<file path="config.mk">
export PLATFORM = sky130hd
export DESIGN_NAME = instr_sequencer
export DESIGN_NICKNAME = d
export VERILOG_FILES = /design/src/rtl/marc_ctrl_pkg.sv /design/src/rtl/instr_sequencer_opc_classifier.sv /design/src/rtl/instr_sequencer.sv
export SDC_FILE = /design/constraint.sdc
export NUM_CORES = 1
export LEC_CHECK = 0
export ABC_AREA = 0
export CAP_MARGIN = 20
export CORE_UTILIZATION = 55
export CTS_CLUSTER_DIAMETER = 200
export DETAILED_ROUTE_END_ITERATION = 8
export GPL_ROUTABILITY_DRIVEN = 0
export GPL_TIMING_DRIVEN = 0
export PLACE_DENSITY_LB_ADDON = 0.05
export SLEW_MARGIN = 15
export SYNTH_ARGS = -nofsm -noshare
export SYNTH_HDL_FRONTEND = slang
export SYNTH_SLANG_ARGS = --single-unit
</file>
<file path="constraint.sdc">
create_clock -name clk -period 4.5 [get_ports clk]
set_clock_uncertainty 0.2 [all_clocks]
set_input_delay 1.125 -clock clk [delete_from_list [all_inputs] [get_ports clk]]
set_output_delay 1.125 -clock clk [all_outputs]
set_load 0.01 [all_outputs]
</file>
<file path="src/rtl/marc_ctrl_pkg.sv">
// Shared control definitions for the multicycle core's control unit.
// Provides the one-hot state bit indices, instruction class encodings,
// the multiply function code and small helpers for one-hot state vectors.
// Used by the sequencer, the opcode classifier and trace/disassembly tools.
package marc_ctrl_pkg;

  localparam int NSTATES = 14;

  // Bit index of each state inside the one-hot state vector.
  typedef enum logic [3:0] {
    S_FETCH     = 4'd0,
    S_DECODE    = 4'd1,
    S_OPF_ALU   = 4'd2,
    S_EX_ALU    = 4'd3,
    S_OPF_MEM   = 4'd4,
    S_EX_MEM    = 4'd5,
    S_OPF_JMP   = 4'd6,
    S_EX_JMP    = 4'd7,
    S_OPF_SET   = 4'd8,
    S_EX_SET    = 4'd9,
    S_LINK      = 4'd10,
    S_LINK_CALL = 4'd11,
    S_UPD_PC    = 4'd12,
    S_HALT      = 4'd13
  } state_idx_e;

  // Instruction class as decided from the IR format/function fields.
  typedef enum logic [2:0] {
    CLS_ALU  = 3'd0,
    CLS_MEM  = 3'd1,
    CLS_JMP  = 3'd2,
    CLS_SET  = 3'd3,
    CLS_LINK = 3'd4
  } opc_class_e;

  localparam logic [3:0] OPC_MUL = 4'b1000;

  // One-hot vector with only the bit for the given state set.
  function automatic logic [NSTATES-1:0] onehot_of(input state_idx_e idx);
    return NSTATES'(1) << idx;
  endfunction

  // True when exactly one bit of the state vector is set.
  function automatic logic is_onehot(input logic [NSTATES-1:0] v);
    return (v != '0) && ((v & (v - NSTATES'(1))) == '0);
  endfunction

endpackage

</file>
<file path="src/rtl/instr_sequencer_opc_classifier.sv">
// opc_classifier: combinational instruction classifier.
// Maps the IR format bit and function field onto an instruction class and
// flags the multiply function.
// Ports:
//   opc1   in  IR format bit (1 = link/call format)
//   opc2   in  IR function field
//   cls    out instruction class
//   is_mul out multiply instruction (ALU format, function OPC_MUL)
module opc_classifier
  import marc_ctrl_pkg::*;
(
  input  logic       opc1,
  input  logic [3:0] opc2,
  output opc_class_e cls,
  output logic       is_mul
);

  // Class decode; unlisted function codes fall back to plain ALU ops.
  always_comb begin
    cls = CLS_ALU;
    if (opc1) begin
      cls = CLS_LINK;
    end else begin
      case (opc2)
        4'b0110, 4'b0111: cls = CLS_MEM;
        4'b1001:          cls = CLS_JMP;
        4'b1010, 4'b1011: cls = CLS_SET;
        default:          cls = CLS_ALU;
      endcase
    end
  end

  assign is_mul = ~opc1 & (opc2 == OPC_MUL);

endmodule

</file>
<file path="src/rtl/instr_sequencer.sv">
// instr_sequencer: clocked control sequencer of the multicycle core.
// Holds the one-hot control state and stalls on memory, multiplier and
// halt/resume handshakes; drives the datapath strobes, a sticky memory
// timeout error and a retired-instruction counter.
// Ports:
//   clk       in  clock, rising edge
//   rst       in  synchronous active-high reset
//   opc1      in  IR format bit (sampled in DECODE)
//   opc2      in  IR function field (sampled in DECODE)
//   mem_ack   in  memory completes current request
//   mul_done  in  multiplier result valid
//   halt_req  in  stop at next instruction boundary
//   run       in  resume from HALT
//   state     out one-hot state vector, bit 13 = HALT
//   mem_req   out memory request level
//   ir_load   out load instruction register
//   mul_start out one-cycle multiplier start pulse
//   pc_load   out update program counter
//   halted    out core is in HALT
//   bus_err   out sticky memory timeout flag
//   retired   out retired-instruction count
module instr_sequencer
  import marc_ctrl_pkg::*;
#(
  parameter int CNT_W       = 32,
  parameter int MEM_TIMEOUT = 255,
  parameter int TO_W        = 8
) (
  input  logic               clk,
  input  logic               rst,
  input  logic               opc1,
  input  logic [3:0]         opc2,
  input  logic               mem_ack,
  input  logic               mul_done,
  input  logic               halt_req,
  input  logic               run,
  output logic [NSTATES-1:0] state,
  output logic               mem_req,
  output logic               ir_load,
  output logic               mul_start,
  output logic               pc_load,
  output logic               halted,
  output logic               bus_err,
  output logic [CNT_W-1:0]   retired
);

  // Counter value in the last wait cycle before a timeout is declared:
  // the counter reaches MEM_TIMEOUT on the same edge that moves to HALT.
  localparam logic [TO_W-1:0] TMO_LAST = TO_W'(MEM_TIMEOUT - 1);

  opc_class_e         dec_cls;
  logic               dec_is_mul;
  opc_class_e         cls_q;
  logic               is_mul_q;
  logic               mul_fired;
  logic [TO_W-1:0]    tmo_cnt;
  logic [NSTATES-1:0] state_next;
  logic               legal;
  logic               wait_cycle;
  logic               tmo_expire;
  logic               tmo_clear;
  logic               mul_active;

  opc_classifier u_classifier (
    .opc1   (opc1),
    .opc2   (opc2),
    .cls    (dec_cls),
    .is_mul (dec_is_mul)
  );

  assign mem_req    = state[S_FETCH] | state[S_EX_MEM];
  assign ir_load    = state[S_FETCH] & mem_ack;
  assign pc_load    = state[S_UPD_PC];
  assign halted     = state[S_HALT];
  assign mul_active = is_mul_q & (cls_q == CLS_ALU);
  // mul_fired is low only in the first EX_ALU cycle of an instruction.
  assign mul_start  = state[S_EX_ALU] & mul_active & ~mul_fired;

  // Next-state function, timeout detection and timeout-counter clear.
  always_comb begin
    state_next = onehot_of(S_FETCH);
    legal      = is_onehot(state);
    wait_cycle = mem_req & ~mem_ack;
    tmo_expire = wait_cycle & (tmo_cnt == TMO_LAST);
    tmo_clear  = 1'b0;
    if (!legal) begin
      state_next = onehot_of(S_FETCH);
    end else begin
      case (1'b1)
        state[S_FETCH]: begin
          if (mem_ack) begin
            state_next = onehot_of(S_DECODE);
          end else if (tmo_expire) begin
            state_next = onehot_of(S_HALT);
          end else begin
            state_next = onehot_of(S_FETCH);
          end
        end
        state[S_DECODE]: begin
          case (dec_cls)
            CLS_MEM:  state_next = onehot_of(S_OPF_MEM);
            CLS_JMP:  state_next = onehot_of(S_OPF_JMP);
            CLS_SET:  state_next = onehot_of(S_OPF_SET);
            CLS_LINK: state_next = onehot_of(S_LINK);
            default:  state_next = onehot_of(S_OPF_ALU);
          endcase
        end
        state[S_OPF_ALU]: state_next = onehot_of(S_EX_ALU);
        state[S_EX_ALU]: begin
          if (mul_active && !mul_done) begin
            state_next = onehot_of(S_EX_ALU);
          end else begin
            state_next = onehot_of(S_UPD_PC);
          end
        end
        state[S_OPF_MEM]: state_next = onehot_of(S_EX_MEM);
        state[S_EX_MEM]: begin
          if (mem_ack) begin
            state_next = onehot_of(S_UPD_PC);
          end else if (tmo_expire) begin
            state_next = onehot_of(S_HALT);
          end else begin
            state_next = onehot_of(S_EX_MEM);
          end
        end
        state[S_OPF_JMP]:   state_next = onehot_of(S_EX_JMP);
        state[S_EX_JMP]:    state_next = onehot_of(S_UPD_PC);
        state[S_OPF_SET]:   state_next = onehot_of(S_EX_SET);
        state[S_EX_SET]:    state_next = onehot_of(S_UPD_PC);
        state[S_LINK]:      state_next = onehot_of(S_LINK_CALL);
        state[S_LINK_CALL]: state_next = onehot_of(S_UPD_PC);
        state[S_UPD_PC]: begin
          if (halt_req) begin
            state_next = onehot_of(S_HALT);
          end else begin
            state_next = onehot_of(S_FETCH);
          end
        end
        state[S_HALT]: begin
          if (run) begin
            state_next = onehot_of(S_FETCH);
          end else begin
            state_next = onehot_of(S_HALT);
          end
        end
        default: state_next = onehot_of(S_FETCH);
      endcase
      // The wait budget restarts whenever a memory-waiting state is entered.
      tmo_clear = (state_next[S_FETCH]  & ~state[S_FETCH]) |
                  (state_next[S_EX_MEM] & ~state[S_EX_MEM]);
    end
  end

  // State register and decode results latched in DECODE.
  always_ff @(posedge clk) begin
    if (rst) begin
      state    <= onehot_of(S_FETCH);
      cls_q    <= CLS_ALU;
      is_mul_q <= 1'b0;
    end else begin
      state <= state_next;
      if (legal && state[S_DECODE]) begin
        cls_q    <= dec_cls;
        is_mul_q <= dec_is_mul;
      end
    end
  end

  // Multiply start tracking: set while staying in EX_ALU, re-armed on exit.
  always_ff @(posedge clk) begin
    if (rst) begin
      mul_fired <= 1'b0;
    end else begin
      mul_fired <= state[S_EX_ALU] & state_next[S_EX_ALU];
    end
  end

  // Memory wait counter and sticky bus error; frozen in an illegal state.
  always_ff @(posedge clk) begin
    if (rst) begin
      tmo_cnt <= '0;
      bus_err <= 1'b0;
    end else if (legal) begin
      if (tmo_clear) begin
        tmo_cnt <= '0;
      end else if (wait_cycle) begin
        tmo_cnt <= tmo_cnt + TO_W'(1);
      end
      if (tmo_expire) begin
        bus_err <= 1'b1;
      end
    end
  end

  // Retired-instruction counter, advanced once per UPD_PC cycle.
  always_ff @(posedge clk) begin
    if (rst) begin
      retired <= '0;
    end else if (legal && state[S_UPD_PC]) begin
      retired <= retired + CNT_W'(1);
    end
  end

endmodule

</file>
=== Word level (Yosys, flattened, before mapping) ===
Index checks and enable logic that the tools add are counted.

* Register bits after elaboration: 60
* Input port bits: 11
* Output and inout port bits: 52
* Word-level logic and storage cells: 84

* $add $sub $neg: 3
* Equal/unequal tests: 11
* Multiplexer cells: 29
* Bitwise operators: 19
* Reductions and logical operators: 14

{| class="wikitable"
|+ Operators by type and width
! operator !! number
|-
| 14-bit two-way mux || 21
|-
| 11-bit one-hot mux with 4 select lines || 1
|-
| 32-bit by 1-bit adder with 32-bit output, second input constant || 1
|-
| 4-bit == test, second input constant || 4
|-
| 8-bit two-way mux || 2
|-
| 14-bit AND || 1
|-
| 14-bit logical NOT || 1
|-
| 14-bit nonzero test || 1
|-
| 14-bit by 1-bit subtractor with 14-bit output, second input constant || 1
|-
| 13-bit two-way mux || 1
|-
| 1-bit AND || 10
|-
| 8-bit by 1-bit adder with 8-bit output, second input constant || 1
|-
| 4-bit by 3-bit == test with 1-bit output, second input constant || 2
|-
| 8-bit == test, second input constant || 1
|-
| 3-bit by 2-bit == test with 1-bit output, second input constant || 2
|-
| 1-bit NOT || 6
|-
| 2-bit one-hot mux with 3 select lines || 1
|-
| 2-bit OR reduction || 3
|-
| 1-bit logical AND || 4
|-
| 4-bit two-way mux || 1
|-
| 2-bit AND reduction || 2
|-
| 3-bit by 1-bit == test with 1-bit output, second input constant || 1
|-
| 3-bit == test, second input constant || 1
|-
| 3-bit logical NOT || 1
|-
| 5 further kinds || 6
|}

=== Longest topological paths before layout ===
Gate-level depths: netlist of run 1.

* Depth after elaboration: 21
* Gate-level depth with buffers: 8
* Mapped depth without buffers: 7

=== Modules after synthesis ===
Synthesis of run 1 repeated with hierarchy kept, for this count alone.

* Cell total of the unflattened synthesis: 360
* Area total of the unflattened synthesis: 3009.1 um2

{| class="wikitable"
|+ By module, submodules not included
! module !! times used !! cells each !! area each (um2) !! seq. area each (um2)
|-
| instr_sequencer || 1 || 353 || 2959.1 || 1201.2
|-
| opc_classifier || 1 || 7 || 50.0 || 0.0
|}

=== Least setup slack after synthesis of run 1 ===
No wires, ideal clock.

* Path type: input to register
* Start point: input run
* End point: register tmo_cnt[5]
* Setup time: 115 ps
* Data arrival time: 2571 ps
* Data required time: 4185 ps
* Path slack: 1615 ps
* Cell stages on the path: 7
* Path buffers: 1
* Cell sequence: or3b_2 > a41o_1 > a21oi_1 > nor4_1 > clkbuf_1 > and3_1 > o21a_1

* Cells in the longest elaborated chain, start to end: 21
* Elaborated cells between the ends (all ways): 22
* Those cells by class: 18 x mux; 2 x bitwise; 2 x reduce/logical

{| class="wikitable"
|+ Ends and longest elaborated chain
! element !! line !! source
|-
| start, declared || instr_sequencer.sv:36 || <nowiki>input logic run,</nowiki>
|-
| 14-bit two-way mux (*) || instr_sequencer.sv:140 || <nowiki>if (run) begin</nowiki>
|-
| 14-bit two-way mux (*) (14 in a row) || instr_sequencer.sv:89 || <nowiki>case (1'b1)</nowiki>
|-
| 14-bit two-way mux (*) || instr_sequencer.sv:86 || <nowiki>if (!legal) begin</nowiki>
|-
| 1-bit AND (*) || instr_sequencer.sv:149 || <nowiki>tmo_clear = (state_next[S_FETCH] & ~state[S_FETCH]) |</nowiki>
|-
| 1-bit OR (*) || instr_sequencer.sv:149 ||
|-
| 1-bit two-way mux (*) || instr_sequencer.sv:86 ||
|-
| 2-bit nonzero test (no line) || - ||
|-
| 2-bit AND reduction (no line) || - ||
|-
| end signal, assigned || instr_sequencer.sv:187 || <nowiki>tmo_cnt <= tmo_cnt + TO_W'(1);</nowiki>
|-
| end, declared || instr_sequencer.sv:56 || <nowiki>logic [TO_W-1:0] tmo_cnt;</nowiki>
|}

Mark *: on every way between the ends. The rest lies on a longest branch, timed or not. The select of a mux whose other input is x is not followed.
A chain may end at the register's enable or synchronous reset.

=== Final worst setup path of run 1 ===
* Start point: input mem_ack
* End point: output ir_load

* Cells in the longest elaborated chain, start to end: 1

{| class="wikitable"
|+ Ends and longest elaborated chain
! element !! line !! source
|-
| start, declared || instr_sequencer.sv:33 || <nowiki>input logic mem_ack,</nowiki>
|-
| 1-bit AND || instr_sequencer.sv:72 || <nowiki>assign ir_load = state[S_FETCH] & mem_ack;</nowiki>
|-
| end, declared || instr_sequencer.sv:39 || <nowiki>output logic ir_load,</nowiki>
|}

Every way passes these cells.

==> flow_summary.json, run 1 <==
{
  "status": "finished clean",
  "grt_max_degree": 11,
  "filler_cell_count": 402,
  "synth_area_per_cell_sq_um": 8.16,
  "drt-vias-per-instance": 6.04,
  "post_dp_cell_area_sq_mm": 0.00372,
  "pin_count": 63,
  "synth-main-ff-cell": "dfxtp_1",
  "max_stage_delay_ps": 580,
  "p_int_mw": 0.903,
  "swShare": 0.238,
  "core_area_sq_mm": 0.00520,
  "dieArea_sq_mm": 0.00581,
  "critPathSlowestCell": "clkdlybuf4s50_1",
  "cts_buffer_depth": 2,
  "async_flop_share": 0,
  "synth_compound_area_frac": 0.150,
  "drc": 0,
  "postCtsSetupRepairBufs": 0,
  "dp_slack_ps": 749,
  "fmax_ghz": 0.266,
  "seqPwrFrac": 0.460,
  "slew_headroom": 0.449,
  "layout_common_cells": "60 x dfxtp_1, 60 x clkdlybuf4s50_1, 39 x nor2_1",
  "cp_max_fo": 5,
  "synth_top_family_by_area": "simple AND/OR/NAND/NOR gates",
  "wl_per_cell_um": 15.1,
  "synth_edf_count": 0,
  "muxShareOfSynthArea": 0.00991,
  "finalWorstSetupSlack_ps": 737,
  "yosys.area.top_type": "dfxtp_1",
  "syn_inst": 371,
  "max-vdd-ir-drop_uv": 186,
  "drive_above_1_share": 0.0649,
  "clkTransAtPathRegs_ps": 70,
  "postCtsHoldBufs": 0,
  "synth_seq_cells": 60,
  "start_util": 0.582,
  "clockPowerShare": 0.447,
  "p_comb_frac": 0.093,
  "hp-class": "register to register",
  "port_buffers": 60,
  "power_leakage_nw": 1.32,
  "htreeDepth": 3,
  "grt_pass1_vias": 2846,
  "area_delta_synth_final_pct": 29.9,
  "design_area_sq_mm": 0.00393,
  "antenna_found_initial": 0,
  "cts_buffers": 9,
  "rsz0062_at_grt": "false",
  "fp.dieW_um": 76.2,
  "routed_wl_mm": 7.78,
  "power.total_mw": 1.19,
  "powerDensity_mw_per_mm2": 302,
  "crit_chain": "clkdlybuf4s50_1 > and2_1 > clkdlybuf4s50_1",
  "crit_top_cell": "clkdlybuf4s50_1",
  "row_count": 26,
  "syn-cell-area_sq_mm": 0.00303,
  "grt_pass1_wl_mm": 13.1,
  "worstSetupStartpointType": "input pin",
  "maxCapViolations": 0,
  "antenna_left": 0,
  "cts.sinks": 60,
  "cts_tree": "yes",
  "required_ps": 3170,
  "ys_seq_area_frac": 0.397,
  "cts_root_buffer": "clkbuf_8",
  "yosysUniqueCellTypes": 57,
  "worstPathArrival_ps": 2440,
  "final.setup.tns_ps": 0,
  "drt-pass1-iter-count": 4,
  "power.switching_mw": 0.283,
  "yosys-top-cells-area": "dfxtp_1 40%, xnor2_1 4.9%, nor2_1 4.8%",
  "slew_violations": 0,
  "syn_nets": 385,
  "finalSetupViolCount": 0,
  "dp_hpwl_mm": 5.52,
  "drtIter0Drc": 182,
  "final_hold_viol_count": 0,
  "diodes": 0,
  "multiInputGateArea_sq_mm": 0.00167,
  "grt_util_all_layers": 0.277,
  "period_needed_ps": 3760,
  "synthAdderAreaFrac": 0.0190,
  "synth_top_area_share": 0.397,
  "overflow": 0,
  "vias": 3121,
  "yosys_warnings": 0,
  "critical_path_class": "input pin to output port",
  "endpoint_kind": "output port",
  "timing.final.crit_share": 0.836,
  "cts_resized": 0,
  "clock_latency_ps": 330,
  "dieHeight_um": 76.2,
  "synth-xor-area-share": 0.0520,
  "tightestPinTransition_ps": 826,
  "final_nets": 456,
  "register_area_sq_mm": 0.00120,
  "yosys.area_share.simple": 0.320
}
## metrics by stage
step / utilization / hold WS (ps) / instances
after floorplan: - / 227 / 371
after global placement: 0.714 / 237 / 501
after detailed placement: 0.714 / 240 / 501
after CTS: 0.756 / 250 / 517
after global routing: 0.756 / 285 / 517
final: 0.756 / 250 / 517
## path summary, 6_finish.rpt
check                                            from                       to  slack (ps)  cells after the start
worst max register to register    state[3]$_SDFF_PP0_  tmo_cnt[6]$_SDFFE_PP0P_        1220                      8
worst max-delay path                          mem_ack                  ir_load         740                      3
worst min register to register  is_mul_q$_SDFFE_PP0P_    is_mul_q$_SDFFE_PP0P_         250                      2
worst min-delay path            is_mul_q$_SDFFE_PP0P_    is_mul_q$_SDFFE_PP0P_         250                      2
## state kept, by name, summed over array words and instances (netlist names)
register / count
bus_err: 1
cls_q: 3
is_mul_q: 1
mul_fired: 1
retired: 32
state: 14
tmo_cnt: 8
## layer usage
metal	wire length (um)	vias up	track usage
met5	0	-	0
met4	217	0	0.150
met3	457	24	0.0491
met2	3710	125	0.451
met1	3400	1475	0.348
li1	-	1497	-
## power by group through the flow
stage	Sequential (mW)	Clock, mW	Combinational, mW
floorplan	0.556	0	0.0680
global placement	0.557	0	0.107
detailed placement	0.557	0	0.109
CTS	0.545	0.539	0.109
global route	0.546	0.566	0.120
finish	0.545	0.531	0.110
## cells in the mapped netlist (3+ instances only)
| library cell | count |
|---|---|
| o21ai_0 | 17 |
| nand2b_1 | 4 |
| nor2_1 | 39 |
| nand3b_1 | 3 |
| mux2i_1 | 3 |
| nand2_1 | 27 |
| ha_1 | 3 |
| nand4_1 | 9 |
| and4_1 | 8 |
| a21oi_1 | 25 |
| xnor2_1 | 17 |
| nand3_1 | 14 |
| a21boi_0 | 3 |
| and2_1 | 3 |
| a21o_1 | 3 |
| nor4_1 | 16 |
| and3_1 | 7 |
| or4_1 | 6 |
| inv_1 | 20 |
| or3_1 | 12 |
| o21a_1 | 3 |
| nor3_1 | 13 |
| clkbuf_1 | 13 |
| dfxtp_1 | 60 |
## logic make-up after synthesis
| family | Yosys count |
|---|---|
| and+or+nand+nor | 176 |
| AOI/OAI and AO/OA | 71 |
| DFF | 60 |
| buffers and inverters | 38 |
| xor gates and xnor gates | 18 |
| adders and majority gates | 5 |
| muxes | 3 |
## worst max-delay path, delay by kind of cell
family	cells	cell delay (ps)
simple gates	1	180
buf+inv	2	1130
## cell type report
cell class / instances / share of cell area
plain buffers: 18 / 0.0213
multi-input cells: 273 / 0.424
well taps: 70 / 0.0223
clock inverters: 5 / 0.0191
clock buffers: 11 / 0.0359
flip-flops and latches: 60 / 0.305
repair buffers: 60 / 0.153
inverters: 20 / 0.0191
(Power assumes the default switching activity.)
==> run 2, diff against run 1 <==
- CORE_UTILIZATION: 55 -> 51
- clock period: 4.5 -> 3.8 ns (I/O delays scaled with it)
==> flow_summary.json, run 2 (synthesis results as in run 1) <==
{
  "rsz0062_at_grt": "false",
  "antenna_left": 0,
  "cts_root_buffer": "clkbuf_8",
  "grt_pass1_vias": 2839,
  "powerDensity_mw_per_mm2": 378,
  "critPathSlowestCell": "clkdlybuf4s50_1",
  "slew_violations": 0,
  "vias": 3069,
  "dieHeight_um": 79.1,
  "final_hold_viol_count": 0,
  "fmax_ghz": 0.294,
  "start_util": 0.540,
  "power_leakage_nw": 1.33,
  "cp_max_fo": 5,
  "grt_max_degree": 11,
  "area_delta_synth_final_pct": 31.1,
  "cts_resized": 0,
  "postCtsHoldBufs": 0,
  "antenna_found_initial": 0,
  "htreeDepth": 3,
  "diodes": 0,
  "worstPathArrival_ps": 2260,
  "cp_top_family": "buffers and inverters",
  "crit_top_cell": "clkdlybuf4s50_1",
  "clkTransAtPathRegs_ps": 70,
  "power.total_mw": 1.50,
  "max_stage_delay_ps": 580,
  "clock_latency_ps": 340,
  "largest_reg_flops": 32,
  "grt_util_all_layers": 0.263,
  "drive_above_1_share": 0.0649,
  "worstSetupStartpointType": "input pin",
  "layout.cells.non_filler": 519,
  "post_dp_cell_area_sq_mm": 0.00372,
  "critical_path_class": "input pin to output port",
  "dp_hpwl_mm": 5.56,
  "cts.sinks": 60,
  "fp.dieW_um": 79.1,
  "tightestPinTransition_ps": 965,
  "core_area_sq_mm": 0.00561,
  "crit_buf_inv": 2,
  "register_area_sq_mm": 0.00120,
  "design_area_sq_mm": 0.00397,
  "hp-class": "register to register",
  "timing.final.crit_share": 0.896,
  "final_util": 0.708,
  "routed_wl_mm": 7.82,
  "finalSetupViolCount": 0,
  "row_count": 27,
  "status": "finished clean",
  "drc": 0,
  "multiInputGateArea_sq_mm": 0.00167,
  "slew_headroom": 0.351,
  "cts_tree": "yes",
  "postCtsSetupRepairBufs": 0,
  "final.setup.tns_ps": 0,
  "crit_chain": "clkdlybuf4s50_1 > and2_1 > clkdlybuf4s50_1",
  "drt-pass1-iter-count": 5,
  "endpoint_kind": "output port",
  "cts_buffers": 9,
  "wl_per_cell_um": 15.1,
  "port_buffers": 60,
  "final_nets": 456,
  "maxCapViolations": 0,
  "filler_cell_count": 497,
  "pin_count": 63,
  "max-vdd-ir-drop_uv": 290,
  "period_needed_ps": 3410,
  "required_ps": 2650,
  "cts_buffer_depth": 2,
  "dieArea_sq_mm": 0.00625,
  "dp_cells": 503,
  "drtIter0Drc": 217,
  "grt_pass1_wl_mm": 12.8,
  "overflow": 0,
  "drt-vias-per-instance": 5.91,
  "reg_top3": "retired: 32 flops, state: 14 flops, tmo_cnt: 8 flops",
  "top_register": "retired",
  "layout_common_cells": "60 x dfxtp_1, 60 x clkdlybuf4s50_1, 39 x nor2_1"
}
## run 2: power by group
group	switching [mW]	total, mW	leakage, nW	internal [mW]
logic	0.0813	0.132	0.721	0.0503
registers	0.00995	0.646	0.484	0.636
clock network	0.252	0.723	0.127	0.471
total	0.343	1.50	1.33	1.16
## run 2: final timing paths
kind | from | to | slack [ps] | cells after the start
setup / recovery | mem_ack | ir_load | 390 | 3
hold / removal | cls_q[1]$_SDFFE_PP0P_ | cls_q[1]$_SDFFE_PP0P_ | 260 | 2
setup reg to reg | state[3]$_SDFF_PP0_ | mul_fired$_SDFF_PP0_ | 620 | 8
hold reg to reg | cls_q[1]$_SDFFE_PP0P_ | cls_q[1]$_SDFFE_PP0P_ | 260 | 2
## run 2: area by class of cell
class / count / share of cell area
Buffer: 18 / 0.0211
Clock buffer: 12 / 0.0391
Clock inverter: 4 / 0.0240
Multi-Input combinational cell: 273 / 0.420
Sequential cell: 60 / 0.303
Tap cell: 72 / 0.0227
Timing Repair Buffer: 60 / 0.151
Inverter: 20 / 0.0189
## run 2: metrics by stage
step / worst slack [ps] / hold slack (ps)
after floorplan: 986 / 227
after global placement: 386 / 236
after detailed placement: 390 / 247
after CTS: 392 / 257
after global routing: 283 / 278
final: 394 / 256
## run 2: worst reg2reg max path: cells and delay by family, from the launching register on
kind,cells,cell delay (ps)
and+or+nand+nor,4,1620
AOI/OAI and AO/OA,2,580
buffers and inverters,2,350
DFF,1,320
## run 2: per-layer routing
metal  share of wire  up-vias  wire [um]  track usage
met5               0        -          0            0
met4           0.020        0        155        0.124
met3           0.055       18        427       0.0471
met2            0.47      115       3680        0.430
met1            0.45     1446       3560        0.334
li1                -     1490          -            -
==> run 3, diff against run 2 <==
- REMOVE_ABC_BUFFERS: default -> 1
==> flow_summary.json, run 3 (synthesis results as in run 1) <==
{
  "grt_pass1_vias": 2638,
  "final_nets": 441,
  "max-vdd-ir-drop_uv": 232,
  "diodes": 0,
  "reg_top3": "retired: 32 flops, state: 14 flops, tmo_cnt: 8 flops",
  "drt-pass1-iter-count": 4,
  "required_ps": 2650,
  "drc": 0,
  "top_register": "retired",
  "cp_max_fo": 5,
  "drtIter0Drc": 238,
  "dp_slack_ps": 344,
  "postCtsHoldBufs": 0,
  "worstPathArrival_ps": 2260,
  "cts.sinks": 60,
  "fmax_ghz": 0.293,
  "largest_reg_flops": 32,
  "antenna_found_initial": 0,
  "crit_chain": "clkdlybuf4s50_1 > and2_1 > clkdlybuf4s50_1",
  "vias": 2947,
  "filler_cell_count": 476,
  "final.setup.tns_ps": 0,
  "row_count": 27,
  "slew_headroom": 0.297,
  "hp-class": "register to register",
  "timing.final.crit_share": 0.899,
  "dp_hpwl_mm": 5.01,
  "slew_violations": 0,
  "critPathSlowestCell": "clkdlybuf4s50_1",
  "routed_wl_mm": 7.30,
  "area_delta_synth_final_pct": 28.6,
  "grt_max_degree": 44,
  "tightestPinTransition_ps": 1040,
  "cts_tree": "yes",
  "grt_pass1_wl_mm": 12.2,
  "pin_count": 63,
  "core_area_sq_mm": 0.00561,
  "endpoint_kind": "output port",
  "rsz0062_at_grt": "false",
  "maxCapViolations": 0,
  "layout_common_cells": "61 x clkdlybuf4s50_1, 60 x dfxtp_1, 39 x nor2_1",
  "clkTransAtPathRegs_ps": 60,
  "critical_path_class": "input pin to output port",
  "overflow": 0,
  "cts_buffer_depth": 2,
  "cts_buffers": 9,
  "htreeDepth": 3,
  "mostFrequentLayoutCell": "clkdlybuf4s50_1",
  "worstSetupStartpointType": "input pin",
  "start_util": 0.540,
  "clock_latency_ps": 350,
  "dieHeight_um": 79.1,
  "antenna_left": 0,
  "holdWs_ps": 254,
  "max_stage_delay_ps": 590,
  "power_leakage_nw": 1.30,
  "finalSetupViolCount": 0,
  "drt-vias-per-instance": 5.85,
  "grt_util_all_layers": 0.254,
  "fp.dieW_um": 79.1,
  "period_needed_ps": 3410,
  "port_buffers": 62,
  "crit_top_cell": "clkdlybuf4s50_1",
  "final_util": 0.695,
  "r2r_slack_ps": 390,
  "powerDensity_mw_per_mm2": 363,
  "status": "finished clean",
  "final_hold_viol_count": 0,
  "drive_above_1_share": 0.0671,
  "cts_root_buffer": "clkbuf_8",
  "finalWorstSetupSlack_ps": 385,
  "dieArea_sq_mm": 0.00625,
  "wl_per_cell_um": 14.5
}
-- run 3: area by class of cell --
type | count | area (sq um) | area share
sequential | 60 | 1200 | 0.308
clock buffer | 11 | 141 | 0.0363
timing repair buffer | 63 | 623 | 0.160
inverter | 20 | 75.1 | 0.0193
clock inverter | 5 | 75.1 | 0.0193
tap | 72 | 90.1 | 0.0231
multi-input combinational | 273 | 1690 | 0.434
-- run 3: timing repair --
action / 4_1_cts / 5_1_grt
buffers inserted: 0 / 0
gates resized for setup: 0 / 1
endpoints found under the setup margin: 0 / 4
-- run 3: final timing paths --
check / from / endpoint / cells past startpoint
min reg2reg: is_mul_q$_SDFFE_PP0P_ / is_mul_q$_SDFFE_PP0P_ / 2
min: is_mul_q$_SDFFE_PP0P_ / is_mul_q$_SDFFE_PP0P_ / 2
max reg2reg: state[3]$_SDFF_PP0_ / tmo_cnt[6]$_SDFFE_PP0P_ / 6
max: mem_ack / ir_load / 3
-- run 3: report_power, final --
group	total (mW)	switching (mW)	internal (mW)
Sequential	0.649	0.0133	0.636
Clock	0.637	0.253	0.384
Combinational	0.129	0.0773	0.0515
Total	1.41	0.344	1.07
-- run 3: stage by stage --
step | total power, mW | instances | cell area, sq um
6_report | 1.41 | 504 | 3900
5_1_grt | 1.47 | 504 | 3900
4_1_cts | 1.42 | 503 | 3880
3_5_place_dp | 0.785 | 487 | 3660
3_3_place_gp | 0.782 | 487 | 3660
2_1_floorplan | 0.729 | 353 | 2950
-- run 3: routing by layer --
metal / wire [um] / vias to the layer above / GRT usage
li1: - / 1465 / -
met1: 3360 / 1370 / 0.334
met2: 3350 / 99 / 0.385
met3: 440 / 13 / 0.0609
met4: 153 / 0 / 0.127
met5: 0 / - / 0
-- run 3: critical path, delay by kind of cell --
kind | cells | cell delay [ps]
buffers and inverters | 2 | 1130
and+or+nand+nor | 1 | 180
